## src/rtl/if_id_stage.sv

```systemverilog
// if_id_stage
//   Instruction fetch and IF/ID pipeline register for the 16-bit RISC core.
//   Owns the PC, reads instruction memory combinationally, and holds the
//   fetched word with a valid bit. Register/immediate fields are sliced
//   combinationally from the held word. A two-state RUN/HALT FSM stops
//   fetch when a HALT instruction reaches IF/ID; only rst_n leaves HALT.
//
// Handshake: there is no valid/ready pair here. stall, flush and redirect
//   are level-sensitive controls sampled on each rising edge in RUN.
//   id_valid qualifies id_instr; it is not back-pressured by a ready.
//
// Ports:
//   clk, rst_n          clock (rising edge), async active-low reset
//   imem_addr/imem_data instruction memory address (= pc) and word
//   stall/flush         hold pipeline / squash IF/ID
//   redirect/redirect_pc taken branch and its target
//   id_valid/id_instr/id_pc_next  IF/ID register contents
//   opcode/rd/rs/rt/const_in/SEOp decoded fields for ID
//   halted              FSM state (1 = HALT); doubles as FSM debug view
//   stall_cnt           saturating stall counter (IF_ID_STALL_CNT_EN only)
//
// Configuration: define IF_ID_STALL_CNT_EN to add the stall_cnt output.
module if_id_stage #(
  parameter logic [15:0] RESET_PC = 16'h0000,
  parameter logic [15:0] NOP_WORD = 16'h0000,
  parameter logic [3:0]  HALT_OPC = 4'hF,
  parameter logic [3:0]  SHL_OPC  = 4'hA,
  parameter logic [3:0]  SHR_OPC  = 4'hB
) (
  input  logic        clk,
  input  logic        rst_n,
  output logic [15:0] imem_addr,
  input  logic [15:0] imem_data,
  input  logic        stall,
  input  logic        flush,
  input  logic        redirect,
  input  logic [15:0] redirect_pc,
  output logic        id_valid,
  output logic [15:0] id_instr,
  output logic [15:0] id_pc_next,
  output logic [3:0]  opcode,
  output logic [2:0]  rd,
  output logic [2:0]  rs,
  output logic [2:0]  rt,
  output logic [5:0]  const_in,
  output logic        SEOp,
  output logic        halted
`ifdef IF_ID_STALL_CNT_EN
  ,
  output logic [15:0] stall_cnt
`endif
);

  typedef enum logic {RUN = 1'b0, HALT = 1'b1} state_t;

  state_t      state_q, state_d;
  logic [15:0] pc_q;
  logic        run_en;   // RUN and not on the edge that enters HALT

  // Decode is pure slicing of the held word; no added latency.
  assign opcode    = id_instr[15:12];
  assign rd        = id_instr[11:9];
  assign rs        = id_instr[8:6];
  assign rt        = id_instr[5:3];
  assign const_in  = id_instr[5:0];
  assign SEOp      = id_valid && ((opcode == SHL_OPC) || (opcode == SHR_OPC));
  assign halted    = (state_q == HALT);
  assign imem_addr = pc_q;

  always_ff @(posedge clk or negedge rst_n) begin
    if (!rst_n) state_q <= RUN;
    else        state_q <= state_d;
  end

  // The edge that enters HALT also freezes pc and IF/ID so the HALT word
  // stays visible in IF/ID rather than being overwritten by the next fetch.
  always_comb begin
    state_d = state_q;
    run_en  = 1'b0;
    if (state_q == RUN) begin
      if (id_valid && (opcode == HALT_OPC) && !flush && !redirect)
        state_d = HALT;
      else
        run_en = 1'b1;
    end
  end

  // PC: redirect > stall > increment (wraps naturally mod 2^16).
  always_ff @(posedge clk or negedge rst_n) begin
    if (!rst_n) begin
      pc_q <= RESET_PC;
    end else if (run_en) begin
      if (redirect)    pc_q <= redirect_pc;
      else if (!stall) pc_q <= pc_q + 16'd1;
    end
  end

  // IF/ID: redirect = flush > stall > load. Squash keeps id_pc_next.
  always_ff @(posedge clk or negedge rst_n) begin
    if (!rst_n) begin
      id_instr   <= NOP_WORD;
      id_pc_next <= 16'h0000;
      id_valid   <= 1'b0;
    end else if (run_en) begin
      if (redirect || flush) begin
        id_instr <= NOP_WORD;
        id_valid <= 1'b0;
      end else if (!stall) begin
        id_instr   <= imem_data;
        id_pc_next <= pc_q + 16'd1;
        id_valid   <= 1'b1;
      end
    end
  end

`ifdef IF_ID_STALL_CNT_EN
  // Counts every RUN edge with a non-redirected stall, including the edge
  // that enters HALT; frozen once in HALT.
  always_ff @(posedge clk or negedge rst_n) begin
    if (!rst_n) begin
      stall_cnt <= 16'h0000;
    end else if ((state_q == RUN) && stall && !redirect &&
                 (stall_cnt != 16'hFFFF)) begin
      stall_cnt <= stall_cnt + 16'd1;
    end
  end
`endif

endmodule

```

## config.mk

```make
export PLATFORM = sky130hd
export DESIGN_NAME = if_id_stage
export DESIGN_NICKNAME = d
export VERILOG_FILES = /design/src/rtl/if_id_stage.sv
export SDC_FILE = /design/constraint.sdc
export NUM_CORES = 1
export LEC_CHECK = 0
export CAP_MARGIN = 30
export CORE_UTILIZATION = 34
export DETAILED_ROUTE_END_ITERATION = 7
export PLACE_DENSITY = 0.66
export SLEW_MARGIN = 10
export SYNTH_ARGS = -nofsm -noshare
export SYNTH_HDL_FRONTEND = slang
export SYNTH_SLANG_ARGS = --single-unit
```

## constraint.sdc

```tcl
create_clock -name clk -period 2.1 [get_ports clk]
set_clock_uncertainty 0.2 [all_clocks]
set_input_delay 0.21 -clock clk [delete_from_list [all_inputs] [get_ports clk]]
set_output_delay 0.21 -clock clk [all_outputs]
set_load 0.05 [all_outputs]
```

Yosys cells after proc, flatten, opt, wreduce, memory -nomap -nowiden
Cells that the tools add are included.

cells by class
  add/sub/neg operators = 1
  eq/ne operators = 5
  multiplexer cells = 10
  bitwise operators = 2
  reduce and logical (&&, ||, !) cells = 11

operators by type and width
  cell                                                                      number
  16-bit 2-to-1 mux                                                         4
  16-bit by 1-bit adder with 16-bit output (second input constant)          1
  4-bit equality test (second input constant)                               3
  1-bit 2-to-1 mux                                                          6
  1-bit logical AND                                                         4
  2-bit by 1-bit inequality test with 1-bit output (second input constant)  2
  2-bit AND reduction                                                       2
  3-bit AND reduction                                                       1
  1-bit zero test                                                           2
  1-bit logical OR                                                          2
  1-bit inverter                                                            2

storage, ports and cells
  register bits after elaboration = 50
  output and inout port bits = 70
  word-level logic and storage cells = 34

Depth between registers and ports, before layout
Gate-level depths: netlist of the first run.

  word-level depth = 7
  depth in mapped cells = 7
  gate-level depth less buffers = 5

Worst setup path before layout of the first run
OpenSTA, ideal clock, no wires.

  path kind = register to register
  start = register pc_q[0], in the netlist imem_addr[0]
  end = register pc_q[12], in the netlist imem_addr[12]
  library setup time = 83 ps
  data arrival time = 1988 ps
  data required time = 1817 ps
  setup slack = -171 ps
  stages on the path, launching flop included = 6
  path buffers = 0
  cell sequence = dfrtp_1 ha_1 nand3_1 or4_4 o31a_1 o22ai_1

between the ends
  cells in the longest elaborated chain, start to end = 3

RTL lines
  what                                      RTL line  RTL
  start, declared                           57        logic [15:0] pc_q;
  start signal, assigned                    93        if (redirect) pc_q <= redirect_pc;
  start signal, assigned                    94        else if (!stall) pc_q <= pc_q + 16'd1;
  16-bit by 1-bit adder with 16-bit output  94
  16-bit 2-to-1 mux                         94
  16-bit 2-to-1 mux                         93

No other way between the ends. The select of a mux whose other input is x is not followed.
A chain may end at the register's enable or synchronous reset.

Worst setup path in the final report of the first run
  start = register pc_q[4], in the netlist imem_addr[4]
  end = output imem_addr[4]

RTL lines
  what           RTL line  RTL
  end, declared  32        output logic [15:0] imem_addr,

No word-level cell between the ends.

==> results.txt, run 1 <==
Status - completed
Lkg Pwr - 1.57 nW
MaxCap Viol Count - 0
Remaining global-route overflow - 0
GPL Wtd Cong - 0.782
Critical path endpoint category - output port
Max-slew headroom - 0.603
Crit path max fanout - 9
Clk Latency, worst-skew pair - 300 ps
Root Buffer - clkbuf_8
Starting density of the core - 0.354
Share of layout cells above drive strength 1 - 0.128
Htree depth - 2
DR iter-0 viols - 78
DR WL/cell - 14.6 um
Die Wd - 89.1 um
Number of flops mapped to enable cells by yosys - 0
Final slew viol count - 0
Top Family by Delay on Critical Path - buffers and inverters
Top cells by count, synth - dfrtp_1, nor2_1, a21oi_1
Fin Hold WS - 245 ps
Post-synth cell types - 46
Critical path type - flop to output port
Crit path launch type - flop
Area of the multi-input gates - 1080 um2
Critical path required time - 1690 ps
Critical path arrival - 1620 ps
DRC violations left - 0
Buffers plus inverters on the worst setup path - 1
Fmax - 0.492 GHz
# rows - 31
Final worst path period need - 2030 ps
Top-count cell post-synth - dfrtp_1
YS warnings - 0
Final net count - 388
Syn_area_per_cell - 10.0 um2
Placed Cells - 441
Core outline area - 7290 um2
# Post-CTS Setup Buffers - 0
Switching power - 0.000659 W
Tcrit/Tclk final - 0.968
Post-synthesis sequential area ratio - 0.485
Seq pwr share - 0.476
Worst vdd ir - 0.000263 V
DP HPWL - 4.79 mm
CTS clk-pin slew, worst paths - 90 ps
I/O Pins - 107
Synth area leader - dfrtp_1
P&R area growth vs syn - 47.6%
Drt via density - 4.96
Area share of the largest cell type after synthesis - 0.485
Slowest stage delay, CP - 840 ps
Final Setup Violations - 0
Total Wirelength - 6.56 mm
Prevailing post-synth register cell - dfrtp_1
DP Area - 3690 um2
Sw Ratio - 0.297
Post-Syn Instances - 258
CTS tree - yes
Reg2reg setup slack - 200 ps
Pin count of the biggest net entering global routing - 39
Combinational power share - 0.219
Internal power - 0.00156 W
Reg2reg end - imem_addr[12]$_DFFE_PN0P_
Final hold vios - 0
PD cells - 583 nW/um2
1st-pass router iterations - 4
DR vias - 2231
Synth Net Count - 296
PortBufs - 106
Global Route Usage Sum - 0.172
Mapped Area - 2580 um2
RSZ-0062 raised after global routing - false
Worst path slowest cell - clkdlybuf4s50_1
Seq. cell area - 1260 um2
R2R Path Start - imem_addr[7]$_DFFE_PN0P_
Vias in the first global route - 2083
Top post-synthesis cells by area - dfrtp_1, buf_4, a22o_1, a21oi_1, xnor2_1
R2R depth - 4
Overall power - 0.00222 W
Seq cells post-synth - 50
Tightest Pin Transition - 595 ps
Die area - 7940 um2
Initial antenna violation count - 0
First-pass GRT wire length - 10.4 mm
Post-route cell area - 3810 um2
# fillers - 694
Ant diodes - 0
Cts bufs inserted - 5
Synth async-reset ratio - 1.00
Clock buffer depth - 2
Tightest Hold Check Type - primary input to async pin
CTS Sinks - 50
Crit path cell chain - clkdlybuf4s50_1
Die Y - 89.1 um
Clock share of power - 0.306
Post-DRT Antenna Nets - 0
Final Non-Filler Cells - 450
## metrics by stage
step	TNS [ps]	util	setup WS (ps)
final	0	0.522	67.9
after floorplan	-27.9	-	-27.9
after global placement	0	0.505	1.99
after global routing	0	0.522	13.6
after detailed placement	-149	0.505	-26.0
after CTS	0	0.521	38.0
## cell type report
type                    instances  area share
multi-input cells             165       0.285
well taps                      99      0.0325
inverters                       6     0.00592
repair buffers                122       0.318
clock inverters                 1     0.00789
clock buffers                   7      0.0200
flip-flops and latches         50       0.331
## cells by family after synthesis
logic type / share of synthesized area
AO/OA/AOI/OAI: 0.217
multiplexers: 0.0160
buffers and inverters: 0.101
XOR/XNOR: 0.0475
flip-flops: 0.485
AND/OR/NAND/NOR: 0.129
adder cells (fa/ha/maj): 0.00485
## cell usage in the layout (no fill, tap or decap), drive strengths merged, types with 7 or more instances in the layout
cell type      synthesis  routed
clkdlybuf4s50          0      99
o21ai                 17      17
nand3                  8       8
buf                   32      20
a22o                  16      16
a21oi                 24      24
xnor2                 13      13
clkbuf                 5       7
dfrtp                 50      50
nand2                  8       8
nor2                  26      26
## per-layer routing
metal	routed length [um]	vias up	track usage	share of wire
li1	-	1087	-	-
met1	2970	1080	0.229	0.45
met2	3210	56	0.283	0.49
met3	269	8	0.0259	0.041
met4	120	0	0.0635	0.018
met5	0	-	0	0
## timing repair
action | 4_1_cts | 5_1_grt
hold buffers | 1 | 0
resized for setup | 0 | 2
hold endpoints to repair | 23 | 0
setup endpoints to repair | 0 | 2
## power groups by stage
stage	Sequential [W]	Clock (W)	Combinational (W)
final	0.00105	0.000678	0.000485
after detailed placement	0.00107	0	0.000487
after global placement	0.00107	0	0.000483
after global routing	0.00106	0.000725	0.000516
after CTS	0.00105	0.000691	0.000489
after floorplan	0.00120	0	0.000153
## registers in the layout, indices dropped and copies added (netlist names)
signal,cells
id_instr,16
id_pc_next,16
imem_addr,16
halted,1
id_valid,1
## worst max-delay path by stage
stage | depth (start not counted) | endpoint | from
final | 1 | imem_addr[4] | imem_addr[4]$_DFFE_PN0P_
after global routing | 1 | imem_addr[4] | imem_addr[4]$_DFFE_PN0P_
after CTS | 1 | imem_addr[11] | imem_addr[11]$_DFFE_PN0P_
after detailed placement | 5 | id_pc_next[0]$_DFFE_PN0P_ | flush
after global placement | 4 | id_pc_next[1]$_DFFE_PN0P_ | flush
after floorplan | 4 | imem_addr[12]$_DFFE_PN0P_ | imem_addr[10]$_DFFE_PN0P_
Note: power is estimated with default switching activity, not from simulation.
==> run 2, diff against run 1 <==
- CTS_BUF_LIST: unset -> sky130_fd_sc_hd__clkbuf_2 sky130_fd_sc_hd__clkbuf_4 sky130_fd_sc_hd__clkbuf_8
==> run 2 against run 1 <==
Via count about the same. Design area increased by 0.20%. Sequential power barely moved. Non-clock buffer count unchanged. Global-route usage stayed put. Worst hold slack about the same. Total power is 1.2% higher. Combinational power about the same. Cell count stayed put. Register-to-register slack about the same. Clock-buffer cell count stayed put. Fmax stayed put. Largest cell class unchanged.
==> results.txt, run 2 (synthesized netlist as in run 1, its figures left out) <==
Final slew viol count - 0 (unchanged)
# rows - 31 (unchanged)
CTS Sinks - 50 (unchanged)
Tightest Pin Transition - 595 ps (+0.150 ps)
First-pass GRT wire length - 10.4 mm (unchanged)
Ant diodes - 0 (unchanged)
DR iter-0 viols - 77 (-1.3%)
DR vias - 2230 (-0.045%)
CTS tree - yes
Die Wd - 89.1 um (unchanged)
Crit path max fanout - 9 (unchanged)
DP Area - 3690 um2 (unchanged)
Final worst path period need - 2030 ps (unchanged)
Status - completed
Die Y - 89.1 um (unchanged)
DRC violations left - 0 (unchanged)
Initial antenna violation count - 0 (unchanged)
Most frequent cells in the layout - clkdlybuf4s50_1, dfrtp_1, nor2_1, a21oi_1, o21ai_0
Buffers plus inverters on the worst setup path - 1 (unchanged)
Remaining global-route overflow - 0 (unchanged)
Max-slew headroom - 0.603 (about the same)
P&R area growth vs syn - 47.9%
Final net count - 388 (unchanged)
Post-route cell area - 3810 um2 (+0.20%)
Met2 usage - 0.283 (unchanged)
PortBufs - 106 (unchanged)
Global Route Usage Sum - 0.172 (unchanged)
Placed Cells - 441 (unchanged)
DP HPWL - 4.79 mm (unchanged)
Clk Latency, worst-skew pair - 300 ps (about the same)
Crit path launch type - flop
Worst path slowest cell - clkdlybuf4s50_1
Slowest stage delay, CP - 840 ps (about the same)
RSZ-0062 raised after global routing - false
GR Util met1 - 0.229 (unchanged)
Critical path arrival - 1620 ps (about the same)
Fin util - 0.523 (+0.00103)
Post-DRT Antenna Nets - 0 (unchanged)
Lkg Pwr - 1.58 nW (+0.44%)
Internal power - 0.00158 W (+1.7%)
Cts bufs inserted - 5 (unchanged)
Switching power - 0.000660 W (+0.12%)
Share of layout cells above drive strength 1 - 0.134 (+0.00570)
Most Crowded Layer GR - met2
1st-pass router iterations - 4 (unchanged)
Pin count of the biggest net entering global routing - 39 (unchanged)
Fmax - 0.492 GHz (unchanged)
Tcrit/Tclk final - 0.968 (unchanged)
Final Setup Violations - 0 (unchanged)
Core outline area - 7290 um2 (unchanged)
Clock share of power - 0.314 (+0.008)
Final hold vios - 0 (unchanged)
DR WL/cell - 14.6 um (about the same)
Combinational power share - 0.216 (-0.003)
Fin Hold WS - 245 ps (+0.0620 ps)
Critical path required time - 1690 ps (about the same)
Critical path endpoint category - output port
Critical path type - flop to output port
Tightest Hold Check Type - primary input to async pin
Root Buffer - clkbuf_8
Htree depth - 2 (unchanged)
Seq pwr share - 0.470 (-0.006)
GPL Wtd Cong - 0.782 (unchanged)
Total Wirelength - 6.56 mm (about the same)
Clock buffer depth - 2 (unchanged)
CTS clk-pin slew, worst paths - 90 ps (about the same)
Die area - 7940 um2 (unchanged)
PD cells - 588 nW/um2 (+1.0%)
Worst vdd ir - 0.000277 V (+5.4%)
Vias in the first global route - 2083 (unchanged)
MaxCap Viol Count - 0 (unchanged)
I/O Pins - 107 (unchanged)
Commonest non-fill, non-tap cell in the layout - clkdlybuf4s50_1
Crit path cell chain - clkdlybuf4s50_1
Top Family by Delay on Critical Path - buffers and inverters
Starting density of the core - 0.354 (unchanged)
Drt via density - 4.96 (about the same)
Met3 Track Usage GR - 0.0259 (unchanged)
Sw Ratio - 0.294 (-0.00318)
# fillers - 690 (-0.58%)
Final Non-Filler Cells - 450 (unchanged)
[run 2: layer usage]
layer  part of all wire  wire length (um)
met4              0.018               120
met3              0.041               269
met5                  0                 0
met1               0.45              2970
met2               0.49              3210
[run 2: power by group through the flow]
stage               combinational (W)  sequential (W)  clock, W
floorplan                    0.000153         0.00120         0
global placement             0.000483         0.00107         0
detailed placement           0.000487         0.00107         0
CTS                          0.000489         0.00105  0.000717
global route                 0.000516         0.00106  0.000752
finish                       0.000485         0.00105  0.000705
[run 2: per-stage QoR]
step           total power (W)  setup WS, ps  TNS, ps
4_1_cts                0.00226          38.1        0
5_1_grt                0.00233          13.6        0
3_5_place_dp           0.00156         -26.0     -149
6_report               0.00224          67.9        0
2_1_floorplan          0.00135         -27.9    -27.9
3_3_place_gp           0.00156          1.99        0
[run 2: timing repair]
| item | CTS | global route |
|---|---|---|
| resized for setup | 0 | 2 |
| hold buffers | 1 | 0 |
| buffers inserted | 0 | 0 |
| setup endpoints to repair | 0 | 2 |
| endpoints found under the hold margin | 23 | 0 |
[run 2: worst paths after layout]
check	startpoint	end	slack, ps	depth (start not counted)
worst min-delay path	rst_n	id_instr[7]$_DFFE_PN0P_	250	2
worst min register to register	id_valid$_DFFE_PN0P_	id_valid$_DFFE_PN0P_	310	1
max in group asynchronous	rst_n	imem_addr[9]$_DFFE_PN0P_	870	3
worst max-delay path	imem_addr[4]$_DFFE_PN0P_	imem_addr[4]	70	1
min in group clk	imem_data[14]	id_instr[14]$_DFFE_PN0P_	310	2
worst max register to register	imem_addr[7]$_DFFE_PN0P_	imem_addr[12]$_DFFE_PN0P_	200	4
[run 2: cell type report]
cell class | instances | area, um2 | area share
clock buffer | 7 | 83.8 | 0.0220
clock inverter | 1 | 30.0 | 0.00787
inverter | 6 | 22.5 | 0.00590
multi-input combinational | 165 | 1080 | 0.284
sequential | 50 | 1260 | 0.330
tap | 99 | 124 | 0.0325
timing repair buffer | 122 | 1210 | 0.317
==> run 3, diff against run 2 <==
- SETUP_SLACK_MARGIN: unset -> 0.15
==> run 3 against run 2 <==
Design area increased by 3.1%. Fmax increased by 6.3%. Total power fell by 1.3%. Register-to-register slack improved by 30 ps. Worst setup slack improved by 120 ps. First-iteration DRC count is 32% lower. Die area unchanged. Utilization is 1.6 points higher. Clock power fell by 3.7%. Combinational power shrank 2%. Cell count grew 1.1%. Highest routed layer unchanged.
==> results.txt, run 3 (synthesized netlist as in run 1, its figures left out) <==
Buffers plus inverters on the worst setup path - 1 (unchanged)
Pin count of the biggest net entering global routing - 27 (-31%)
Crit path cell chain - clkdlybuf4s50_1
Status - completed
MaxCap Viol Count - 0 (unchanged)
Remaining global-route overflow - 0 (unchanged)
First-pass GRT wire length - 10.9 mm (+4.8%)
Final net count - 393 (+1.3%)
DR WL/cell - 15.0 um (+2.9%)
Share of layout cells above drive strength 1 - 0.177 (+0.0431)
Die Y - 89.1 um (unchanged)
Lkg Pwr - 2.07 nW (+31%)
Crit path launch type - flop
Most frequent cells in the layout - clkdlybuf4s50_1, dfrtp_1, nor2_1, dlymetal6s2s_1, a21oi_1
# rows - 31 (unchanged)
Seq. cell area - 1270 um2 (+1.1%)
Ant diodes - 0 (unchanged)
Htree depth - 2 (unchanged)
I/O Pins - 107 (unchanged)
Core outline area - 7290 um2 (unchanged)
Clk Latency, worst-skew pair - 300 ps (about the same)
RSZ-0062 raised after global routing - true
Final worst path period need - 1910 ps (-120 ps)
Top Family by Delay on Critical Path - buffers and inverters
R2R Path Start - imem_addr[7]$_DFFE_PN0P_
Crit path max fanout - 3 (-6)
# fillers - 686 (-0.58%)
Critical path required time - 1690 ps (about the same)
DP HPWL - 4.92 mm (+2.8%)
Area of the multi-input gates - 1110 um2 (+2.4%)
Initial antenna violation count - 0 (unchanged)
CTS clk-pin slew, worst paths - 90 ps (about the same)
Worst path slowest cell - clkdlybuf4s50_1
Fin Hold WS - 251 ps (+6.28 ps)
DRC violations left - 0 (unchanged)
Global Route Usage Sum - 0.181 (+0.00940)
GPL Wtd Cong - 0.773 (-1.1%)
PD cells - 563 nW/um2 (-4.3%)
Vias in the first global route - 2143 (+2.9%)
Drt via density - 4.94 (-0.30%)
CTS Sinks - 50 (unchanged)
Instance count on the critical path - 1 (unchanged)
Cts bufs inserted - 5 (unchanged)
Tightest Pin Transition - 634 ps (+39.0 ps)
Die area - 7940 um2 (unchanged)
Slowest stage delay, CP - 810 ps (-30 ps)
Tightest Hold Check Type - primary input to async pin
R2R depth - 4 (unchanged)
Overall power - 0.00221 W (-1.3%)
Critical path endpoint category - output port
CP startpoint - id_instr[0]$_DFFE_PN0P_
Die Wd - 89.1 um (unchanged)
Commonest non-fill, non-tap cell in the layout - clkdlybuf4s50_1
DR iter-0 viols - 52 (-32%)
Root Buffer - clkbuf_8
Critical path type - flop to output port
Fmax - 0.523 GHz (+6.3%)
DR vias - 2248 (+0.81%)
CTS tree - yes
Final Setup Violations - 0 (unchanged)
Tcrit/Tclk final - 0.911 (-0.0571)
P&R area growth vs syn - 52.4%
Final slew viol count - 0 (unchanged)
Post-DRT Antenna Nets - 0 (unchanged)
1st-pass router iterations - 4 (unchanged)
PortBufs - 106 (unchanged)
Final hold vios - 0 (unchanged)
Reg2reg end - imem_addr[12]$_DFFE_PN0P_
Total Wirelength - 6.83 mm (+4.0%)
Reg2reg setup slack - 230 ps (+30 ps)
Critical path arrival - 1500 ps (-120 ps)
Max-slew headroom - 0.577 (-0.0260)
Worst setup path endpoint - const_in[0]
Clock buffer depth - 2 (unchanged)
Worst vdd ir - 0.000312 V (+13%)
Starting density of the core - 0.354 (unchanged)
## run 3: what timing repair did
| item | CTS | global route |
|---|---|---|
| gates resized for setup | 19 | 28 |
| pin swaps | 1 | 1 |
| hold buffers | 1 | 0 |
| endpoints found under the hold margin | 24 | 0 |
| setup endpoints to repair | 37 | 34 |
| setup buffers | 2 | 3 |
## run 3: layer usage
| layer | GRT usage | up-vias | wire length [um] |
|---|---|---|---|
| li1 | - | 1102 | - |
| met1 | 0.257 | 1087 | 3220 |
| met2 | 0.287 | 54 | 3240 |
| met3 | 0.0323 | 5 | 294 |
| met4 | 0.0476 | 0 | 72 |
| met5 | 0 | - | 0 |
## run 3: area by class of cell
class / count / share of cell area
repair buffers: 127 / 0.329
flip-flops and latches: 50 / 0.324
multi-input cells: 165 / 0.282
well taps: 99 / 0.0315
clock buffers: 5 / 0.0175
clock inverters: 3 / 0.0102
inverters: 6 / 0.00573
## run 3: worst reg2reg max path, cell delays in order (launching register included)
cell and delay (ps):
dfrtp_2 450, nand4_1 220, or4_4 560, o31a_1 250, o22ai_1 120
## run 3: worst min path at each step
stage	from	endpoint	slack, ps	cells past startpoint
after CTS	rst_n	id_pc_next[2]$_DFFE_PN0P_	270	2
after floorplan	rst_n	halted$_DFF_PN0_	-290	0
after global placement	rst_n	id_instr[11]$_DFFE_PN0P_	60	1
after global routing	imem_data[4]	id_instr[4]$_DFFE_PN0P_	300	2
after detailed placement	rst_n	id_instr[10]$_DFFE_PN0P_	70	1
final	rst_n	id_instr[10]$_DFFE_PN0P_	250	2
## run 3: stage by stage
stage          utilization  TNS [ps]  setup slack (ps)  cells  instance area, um2
6_report             0.539         0               188    455                3930
5_1_grt              0.539         0               142    455                3930
4_1_cts              0.526         0               154    452                3840
3_5_place_dp         0.511      -622             -45.2    441                3730
3_3_place_gp         0.511         0              33.9    441                3730
2_1_floorplan            -         0              59.5    258                2630
## run 3: report_power, final
group	switching (W)	total, W	internal [W]
clock network	0.000328	0.000679	0.000351
registers	0.0000550	0.00106	0.00100
logic	0.000286	0.000476	0.000190
